===== src/rtl/bist_pkg.sv =====
// Shared BIST definitions: signature width, serial frame levels and the unload FSM states.
// The PASSBIT state exists only when SIG_UNLOAD_PASS_EN is defined.
package bist_pkg;

    localparam int DEF_SIG_W = 13;

    localparam logic FRAME_START = 1'b0;
    localparam logic FRAME_STOP  = 1'b1;
    localparam logic IDLE_LEVEL  = 1'b1;

    typedef enum logic [2:0] {
        ST_IDLE,
        ST_HOLD,
        ST_START,
        ST_DATA,
`ifdef SIG_UNLOAD_PASS_EN
        ST_PASSBIT,
`endif
        ST_PAR,
        ST_STOP
    } sig_unload_state_e;

endpackage


===== src/rtl/sig_unload_if.sv =====
// Signature unload bus: capture inputs from the scan side, framed serial output to the tester.
// Handshake: a capture is requested by a rising scan_done; unload_en only gates frame start.
interface sig_unload_if #(parameter int SIG_W = bist_pkg::DEF_SIG_W);
    import bist_pkg::*;

    logic             scan_done;
    logic [SIG_W-1:0] sig;
    logic             unload_en;
`ifdef SIG_UNLOAD_PASS_EN
    logic             pass;
`endif
    logic             so;
    logic             so_valid;
    logic             busy;
    logic             done;
    logic             err;
    sig_unload_state_e dbg_state;

    modport master (
        output scan_done, sig, unload_en,
`ifdef SIG_UNLOAD_PASS_EN
        output pass,
`endif
        input  so, so_valid, busy, done, err, dbg_state
    );

    modport slave (
        input  scan_done, sig, unload_en,
`ifdef SIG_UNLOAD_PASS_EN
        input  pass,
`endif
        output so, so_valid, busy, done, err, dbg_state
    );

endinterface


===== src/rtl/sig_unload_bitdiv.sv =====
// Bit-period divider: bit_tick marks the last cycle of each serial bit, restart holds it at bit start.
// With BIT_DIV=1 the counter never leaves 0, so every cycle is a bit boundary.
module sig_unload_bitdiv #(
    parameter int BIT_DIV = 4
) (
    input  logic clk,
    input  logic rst,
    input  logic restart,
    output logic bit_tick
);

    localparam logic [7:0] LAST = 8'(BIT_DIV - 1);

    logic [7:0] cnt_q, cnt_d;

    assign bit_tick = (cnt_q == LAST);

    always_comb begin
        cnt_d = cnt_q + 8'd1;
        if (restart || bit_tick) cnt_d = '0;
    end

    always_ff @(posedge clk or posedge rst) begin
        if (rst) cnt_q <= '0;
        else     cnt_q <= cnt_d;
    end

endmodule


===== src/rtl/sig_unload.sv =====
// Captures the MISR signature on a rising scan_done and shifts it out as a framed serial word.
// Define SIG_UNLOAD_PASS_EN to append a captured pass bit (covered by parity) after the data.
module sig_unload #(
    parameter int SIG_W   = bist_pkg::DEF_SIG_W,
    parameter int BIT_DIV = 4
) (
    input  logic         clk,
    input  logic         rst,
    sig_unload_if.slave  bus
);
    import bist_pkg::*;

    localparam int            CW       = $clog2(SIG_W + 1);
    localparam logic [CW-1:0] LAST_BIT = CW'(SIG_W - 1);

    sig_unload_state_e state_q, state_d;
    logic [SIG_W-1:0]  shreg_q, shreg_d;
    logic [CW-1:0]     bit_cnt_q, bit_cnt_d;
    logic              par_q, par_d;
    logic              err_q, err_d;
    logic              scan_q;
`ifdef SIG_UNLOAD_PASS_EN
    logic              pass_q, pass_d;
`endif

    logic req, restart, bit_tick;
    logic so, so_valid, done;

    assign req     = bus.scan_done & ~scan_q;
    assign restart = (state_q == ST_IDLE) || (state_q == ST_HOLD);

    sig_unload_bitdiv #(.BIT_DIV(BIT_DIV)) u_bitdiv (
        .clk      (clk),
        .rst      (rst),
        .restart  (restart),
        .bit_tick (bit_tick)
    );

    always_comb begin
        state_d   = state_q;
        shreg_d   = shreg_q;
        bit_cnt_d = bit_cnt_q;
        par_d     = par_q;
        // Any capture request outside IDLE is dropped and flagged until reset.
        err_d     = err_q | (req && (state_q != ST_IDLE));
`ifdef SIG_UNLOAD_PASS_EN
        pass_d    = pass_q;
`endif
        so        = IDLE_LEVEL;
        so_valid  = 1'b0;
        done      = 1'b0;
        case (state_q)
            ST_IDLE: begin
                if (req) begin
                    shreg_d   = bus.sig;
                    par_d     = 1'b0;
                    bit_cnt_d = '0;
`ifdef SIG_UNLOAD_PASS_EN
                    pass_d    = bus.pass;
`endif
                    state_d   = bus.unload_en ? ST_START : ST_HOLD;
                end
            end
            ST_HOLD: begin
                if (bus.unload_en) state_d = ST_START;
            end
            ST_START: begin
                so       = FRAME_START;
                so_valid = 1'b1;
                if (bit_tick) state_d = ST_DATA;
            end
            ST_DATA: begin
                so       = shreg_q[SIG_W-1];
                so_valid = 1'b1;
                if (bit_tick) begin
                    shreg_d = {shreg_q[SIG_W-2:0], 1'b0};
                    par_d   = par_q ^ shreg_q[SIG_W-1];
                    if (bit_cnt_q == LAST_BIT) begin
                        bit_cnt_d = '0;
`ifdef SIG_UNLOAD_PASS_EN
                        state_d   = ST_PASSBIT;
`else
                        state_d   = ST_PAR;
`endif
                    end else begin
                        bit_cnt_d = bit_cnt_q + 1'b1;
                    end
                end
            end
`ifdef SIG_UNLOAD_PASS_EN
            ST_PASSBIT: begin
                so       = pass_q;
                so_valid = 1'b1;
                if (bit_tick) begin
                    par_d   = par_q ^ pass_q;
                    state_d = ST_PAR;
                end
            end
`endif
            ST_PAR: begin
                so       = par_q;
                so_valid = 1'b1;
                if (bit_tick) state_d = ST_STOP;
            end
            ST_STOP: begin
                so       = FRAME_STOP;
                so_valid = 1'b1;
                if (bit_tick) begin
                    done    = 1'b1;
                    state_d = ST_IDLE;
                end
            end
            default: state_d = ST_IDLE;
        endcase
    end

    always_ff @(posedge clk or posedge rst) begin
        if (rst) begin
            state_q   <= ST_IDLE;
            shreg_q   <= '0;
            bit_cnt_q <= '0;
            par_q     <= 1'b0;
            err_q     <= 1'b0;
            scan_q    <= 1'b0;
`ifdef SIG_UNLOAD_PASS_EN
            pass_q    <= 1'b0;
`endif
        end else begin
            state_q   <= state_d;
            shreg_q   <= shreg_d;
            bit_cnt_q <= bit_cnt_d;
            par_q     <= par_d;
            err_q     <= err_d;
            scan_q    <= bus.scan_done;
`ifdef SIG_UNLOAD_PASS_EN
            pass_q    <= pass_d;
`endif
        end
    end

    assign bus.so        = so;
    assign bus.so_valid  = so_valid;
    assign bus.busy      = (state_q != ST_IDLE);
    assign bus.done      = done;
    assign bus.err       = err_q;
    assign bus.dbg_state = state_q;

endmodule


===== src/flat_wrapper.sv =====
// flat-port wrapper written by rule: the top's interface ports become plain ports
module sig_unload_flat import bist_pkg::*;
#(
    parameter int SIG_W   = bist_pkg::DEF_SIG_W,
    parameter int BIT_DIV = 4
)
  (clk, rst, bus_scan_done, bus_sig, bus_unload_en, bus_so, bus_so_valid, bus_busy, bus_done, bus_err, bus_dbg_state);
  sig_unload_if #(.SIG_W(SIG_W)) bus_i ();
  input  logic clk;
  input  logic rst;
  input wire logic [$bits(bus_i.scan_done)-1:0] bus_scan_done;
  input wire logic [$bits(bus_i.sig)-1:0] bus_sig;
  input wire logic [$bits(bus_i.unload_en)-1:0] bus_unload_en;
  output wire logic [$bits(bus_i.so)-1:0] bus_so;
  output wire logic [$bits(bus_i.so_valid)-1:0] bus_so_valid;
  output wire logic [$bits(bus_i.busy)-1:0] bus_busy;
  output wire logic [$bits(bus_i.done)-1:0] bus_done;
  output wire logic [$bits(bus_i.err)-1:0] bus_err;
  output wire logic [$bits(bus_i.dbg_state)-1:0] bus_dbg_state;
  assign bus_i.scan_done = bus_scan_done;
  assign bus_i.sig = bus_sig;
  assign bus_i.unload_en = bus_unload_en;
  assign bus_so = bus_i.so;
  assign bus_so_valid = bus_i.so_valid;
  assign bus_busy = bus_i.busy;
  assign bus_done = bus_i.done;
  assign bus_err = bus_i.err;
  assign bus_dbg_state = bus_i.dbg_state;
  sig_unload #(.SIG_W(SIG_W), .BIT_DIV(BIT_DIV)) u_core (.clk(clk), .rst(rst), .bus(bus_i));
endmodule

===== config.mk =====
export PLATFORM = sky130hd
export DESIGN_NAME = sig_unload_flat
export DESIGN_NICKNAME = d
export VERILOG_FILES = /design/src/rtl/bist_pkg.sv /design/src/rtl/sig_unload_if.sv /design/src/rtl/sig_unload_bitdiv.sv /design/src/rtl/sig_unload.sv /design/src/flat_wrapper.sv
export SDC_FILE = /design/constraint.sdc
export NUM_CORES = 1
export LEC_CHECK = 0
export ABC_AREA = 0
export CORE_MARGIN = 3
export CORE_UTILIZATION = 42
export CTS_BUF_LIST = sky130_fd_sc_hd__clkbuf_4 sky130_fd_sc_hd__clkbuf_8
export CTS_CLUSTER_DIAMETER = 200
export CTS_CLUSTER_SIZE = 8
export DETAILED_ROUTE_END_ITERATION = 12
export PLACE_DENSITY_LB_ADDON = 0.15
export SETUP_SLACK_MARGIN = 0.2
export SYNTH_ARGS = -nofsm -noshare
export SYNTH_HDL_FRONTEND = slang
export SYNTH_SLANG_ARGS = --single-unit

===== constraint.sdc =====
create_clock -name clk -period 4.2 [get_ports clk]
set_input_delay 1.26 -clock clk [delete_from_list [all_inputs] [get_ports clk]]
set_output_delay 1.26 -clock clk [all_outputs]
set_load 0.1 [all_outputs]

==> reports/metrics.cfg <==
[status]
status=finished clean

[detailed_routing]
drcViolationCount=0
wirelength_microns=3260
drtIter0Drc=95
route.met3.wl_microns=200
maxUsedRoutingLayer=met4
avgViaCountPerCell=5.18
vias=1284
met1_length_microns=1540
wl_met2_microns=1460
drtPass1Iterations=4
wire_per_inst_microns=13.1
ant_nets=0

[timing]
final_hold_viol_count=0
fmax_mhz=273
fin_crit_sh_pct=87.4
grt_setup_unrepaired=false
finalCriticalPeriod_ns=3.67
slew_viol_final=0
clock_skew_ns=0.00704
hold_ws_ns=0.477
relSlewSlack_pct=35.7
worst_pin_slew_ns=0.962
setup_tns_ns=0
finalSetupViolations=0

[synthesis]
synth_area_per_cell_sq_um=9.51
ys.flop_type=dfrtp_1
yosys.area.top_type=dfrtp_1
synth.net_count=198
synth_top_cells_by_area=dfrtp_1, nand2_1, mux2_2, mux2_4, ha_1
yosys_warnings=0
syn_inst=177
synth_edf_count=0
ys_types=39
yosys.area.top_type_share_pct=46.1
seq_area_frac_synth_pct=46.1
ys_ff_latch=31
syn_area_sq_um=1680
ys_async_sr_fraction_pct=100

[power]
p_leak_uw=0.000961
p_sw_uw=114
internal_power_uw=442
pwr-share-clk_pct=42.0
sequentialPowerShare_pct=53.9
ir_drop_mv=0.201
p_per_area_nw_per_um2=276
p_total_uw=556
comb_power_share_pct=4.1
netSwitchingFraction_pct=20.5

[worst_setup_path]
cp.arrival_ns=2.41
path_delay_family=simple AND/OR/NAND/NOR gates
slowest_stage=or4b_4
rr_worst_depth=5
cp_max_fo=9
worstPathRequired_ns=2.94
cp.depth=6
cp-start-kind=flop
crit_buf_inv=1
cpPeakStageDelay_ns=0.52
criticalPathCategory=reg -> out
end_kind=primary output
path_cells=ha_1 > or4b_4 > nor2_2 > and2_1 > and3_1 > buf_4

[clocking]
clock_latency_ns=0.29
cts-root-buf=clkbuf_8
htree_levels=2
cts_tree=built
postCtsSetupRepairBufs=0
path_clk_slew_ns=0.06
ctsHoldBuffers=0
cts.path.max_buffers=2
clkSinkCount=31
cts_resized=0
cts_buffers=5

[finish]
synthToLayoutAreaGrowth_pct=19.6
drive_above_1_share_pct=18.0
fill_cells=346
fin_nets=221
antenna_cells=0
fin_util_pct=53.4

[floorplanning]
die_y_microns=69.3
start_util_pct=44.7
coreArea_sq_um=3770
pin_count=25
rows=22
die_w_microns=69.3
die_area_sq_um=4810

[hold_path]
hold_class=reg -> reg
hold_depth=1

[grt]
grt_first_pass_wirelength_microns=5740
grt_pass1_vias=1265
grt_max_degree=32
grt_overflow_total=0
antenna_found_initial=0
gr-usage-all-layers_pct=15.1

[flow_run]
cap_viol_max_count=0

[place]
gp_congestion=0.793
io_buffers=24
place_hpwl_microns=2240

per-stage QoR:
step	instances	area, sq um	worst slack (ns)
global placement	241	1930	0.915
detailed placement	241	1930	0.819
finish	248	2010	0.531
global route	248	2010	0.390
floorplan	177	1690	0.538
CTS	248	2010	0.502
layout make-up:
cell class / instances / area (sq um) / area share (%)
multi-input cells: 126 / 812 / 40.3
clock inverters: 1 / 5.00 / 0.248
inverters: 11 / 41.3 / 2.05
repair buffers: 25 / 238 / 11.8
clock buffers: 6 / 82.6 / 4.10
well taps: 48 / 60.1 / 2.98
flip-flops and latches: 31 / 776 / 38.5
cell families (layout without fill, tap and decap cells):
family	after synthesis	after routing	synth area share, %
simple gates	82	82	23.8
flops	31	31	46.1
compound gates	20	20	7.73
buf+inv	20	43	6.09
mux	14	14	10.2
xor+xnor	6	6	3.12
fa+ha+maj	4	4	2.97
registers in the layout, indices dropped and copies added (netlist names):
signal	cells
u_core.shreg_q	13
u_core.scan_q	1
u_core.bus.err	1
u_core.bus.dbg_state	3
u_core.bit_cnt_q	4
u_core.par_q	1
u_core.u_bitdiv.cnt_q	8
Yosys cell counts (all sizes together), types with 2 or more instances:
master  instances
inv            11
nand2          38
a21oi           2
nand3           9
or2             2
a32oi           2
and2            3
mux2           13
a31oi           3
and3            3
buf             5
xor2            5
o21ai           6
nor2           12
nor3            4
nand3b          2
nand2b          2
clkbuf          4
dfrtp          31
o211ai          3
ha              4
and3b           2
worst register-to-register path, stage by stage, from the launching register on:
cell     delay [ns]
dfrtp_1        0.41
ha_1           0.24
or4b_4         0.52
nor3_2         0.22
o21a_2         0.44
mux2_2         0.39
power by group through the flow:
stage               clock network, uW  logic (uW)  registers [uW]
floorplan                           0        5.66             305
global placement                    0        23.2             305
detailed placement                  0        23.6             305
CTS                               239        23.7             299
global route                      253        25.7             299
finish                            233        22.9             299
layer usage:
metal  vias up  global-route usage (%)
met5         -                       0
met1       602                    18.5
met3         6                    5.51
met2        39                    23.2
met4         0                    7.38
li1        637                       -
final timing paths:
kind / start / endpoint / slack [ns]
min in group asynchronous: rst / u_core.shreg_q[0] / 1.35
setup / recovery: u_core.u_bitdiv.cnt_q[0] / bus_done / 0.53
max in group asynchronous: rst / u_core.bus.dbg_state[0] / 2.56
setup reg to reg: u_core.u_bitdiv.cnt_q[0] / u_core.shreg_q[10] / 1.86
hold reg to reg: u_core.bus.err / u_core.bus.err / 0.48
hold / removal: u_core.bus.err / u_core.bus.err / 0.48
layout by cell type, fill, tap and decap left out, drive strengths merged:
cell / count
o21bai: 1
and3: 3
nor3: 4
clkinv: 1
dfrtp: 31
xor2: 5
clkbuf: 6
a21oi: 2
or2: 2
clkdlybuf4s50: 20
nand3b: 2
or3: 1
o21ai: 6
xnor2: 1
ha: 4
nand2: 38
nor2: 12
o22ai: 1
a31oi: 3
mux2: 13
a32oi: 2
or4: 1
or4b: 1
buf: 5
o21a: 1
nand2b: 2
or3b: 1
inv: 11
o211ai: 3
and3b: 2
mux2i: 1
o2bb2ai: 1
nand3: 9
and2: 3
nor2b: 1
Power figures use the tool's default switching activity.
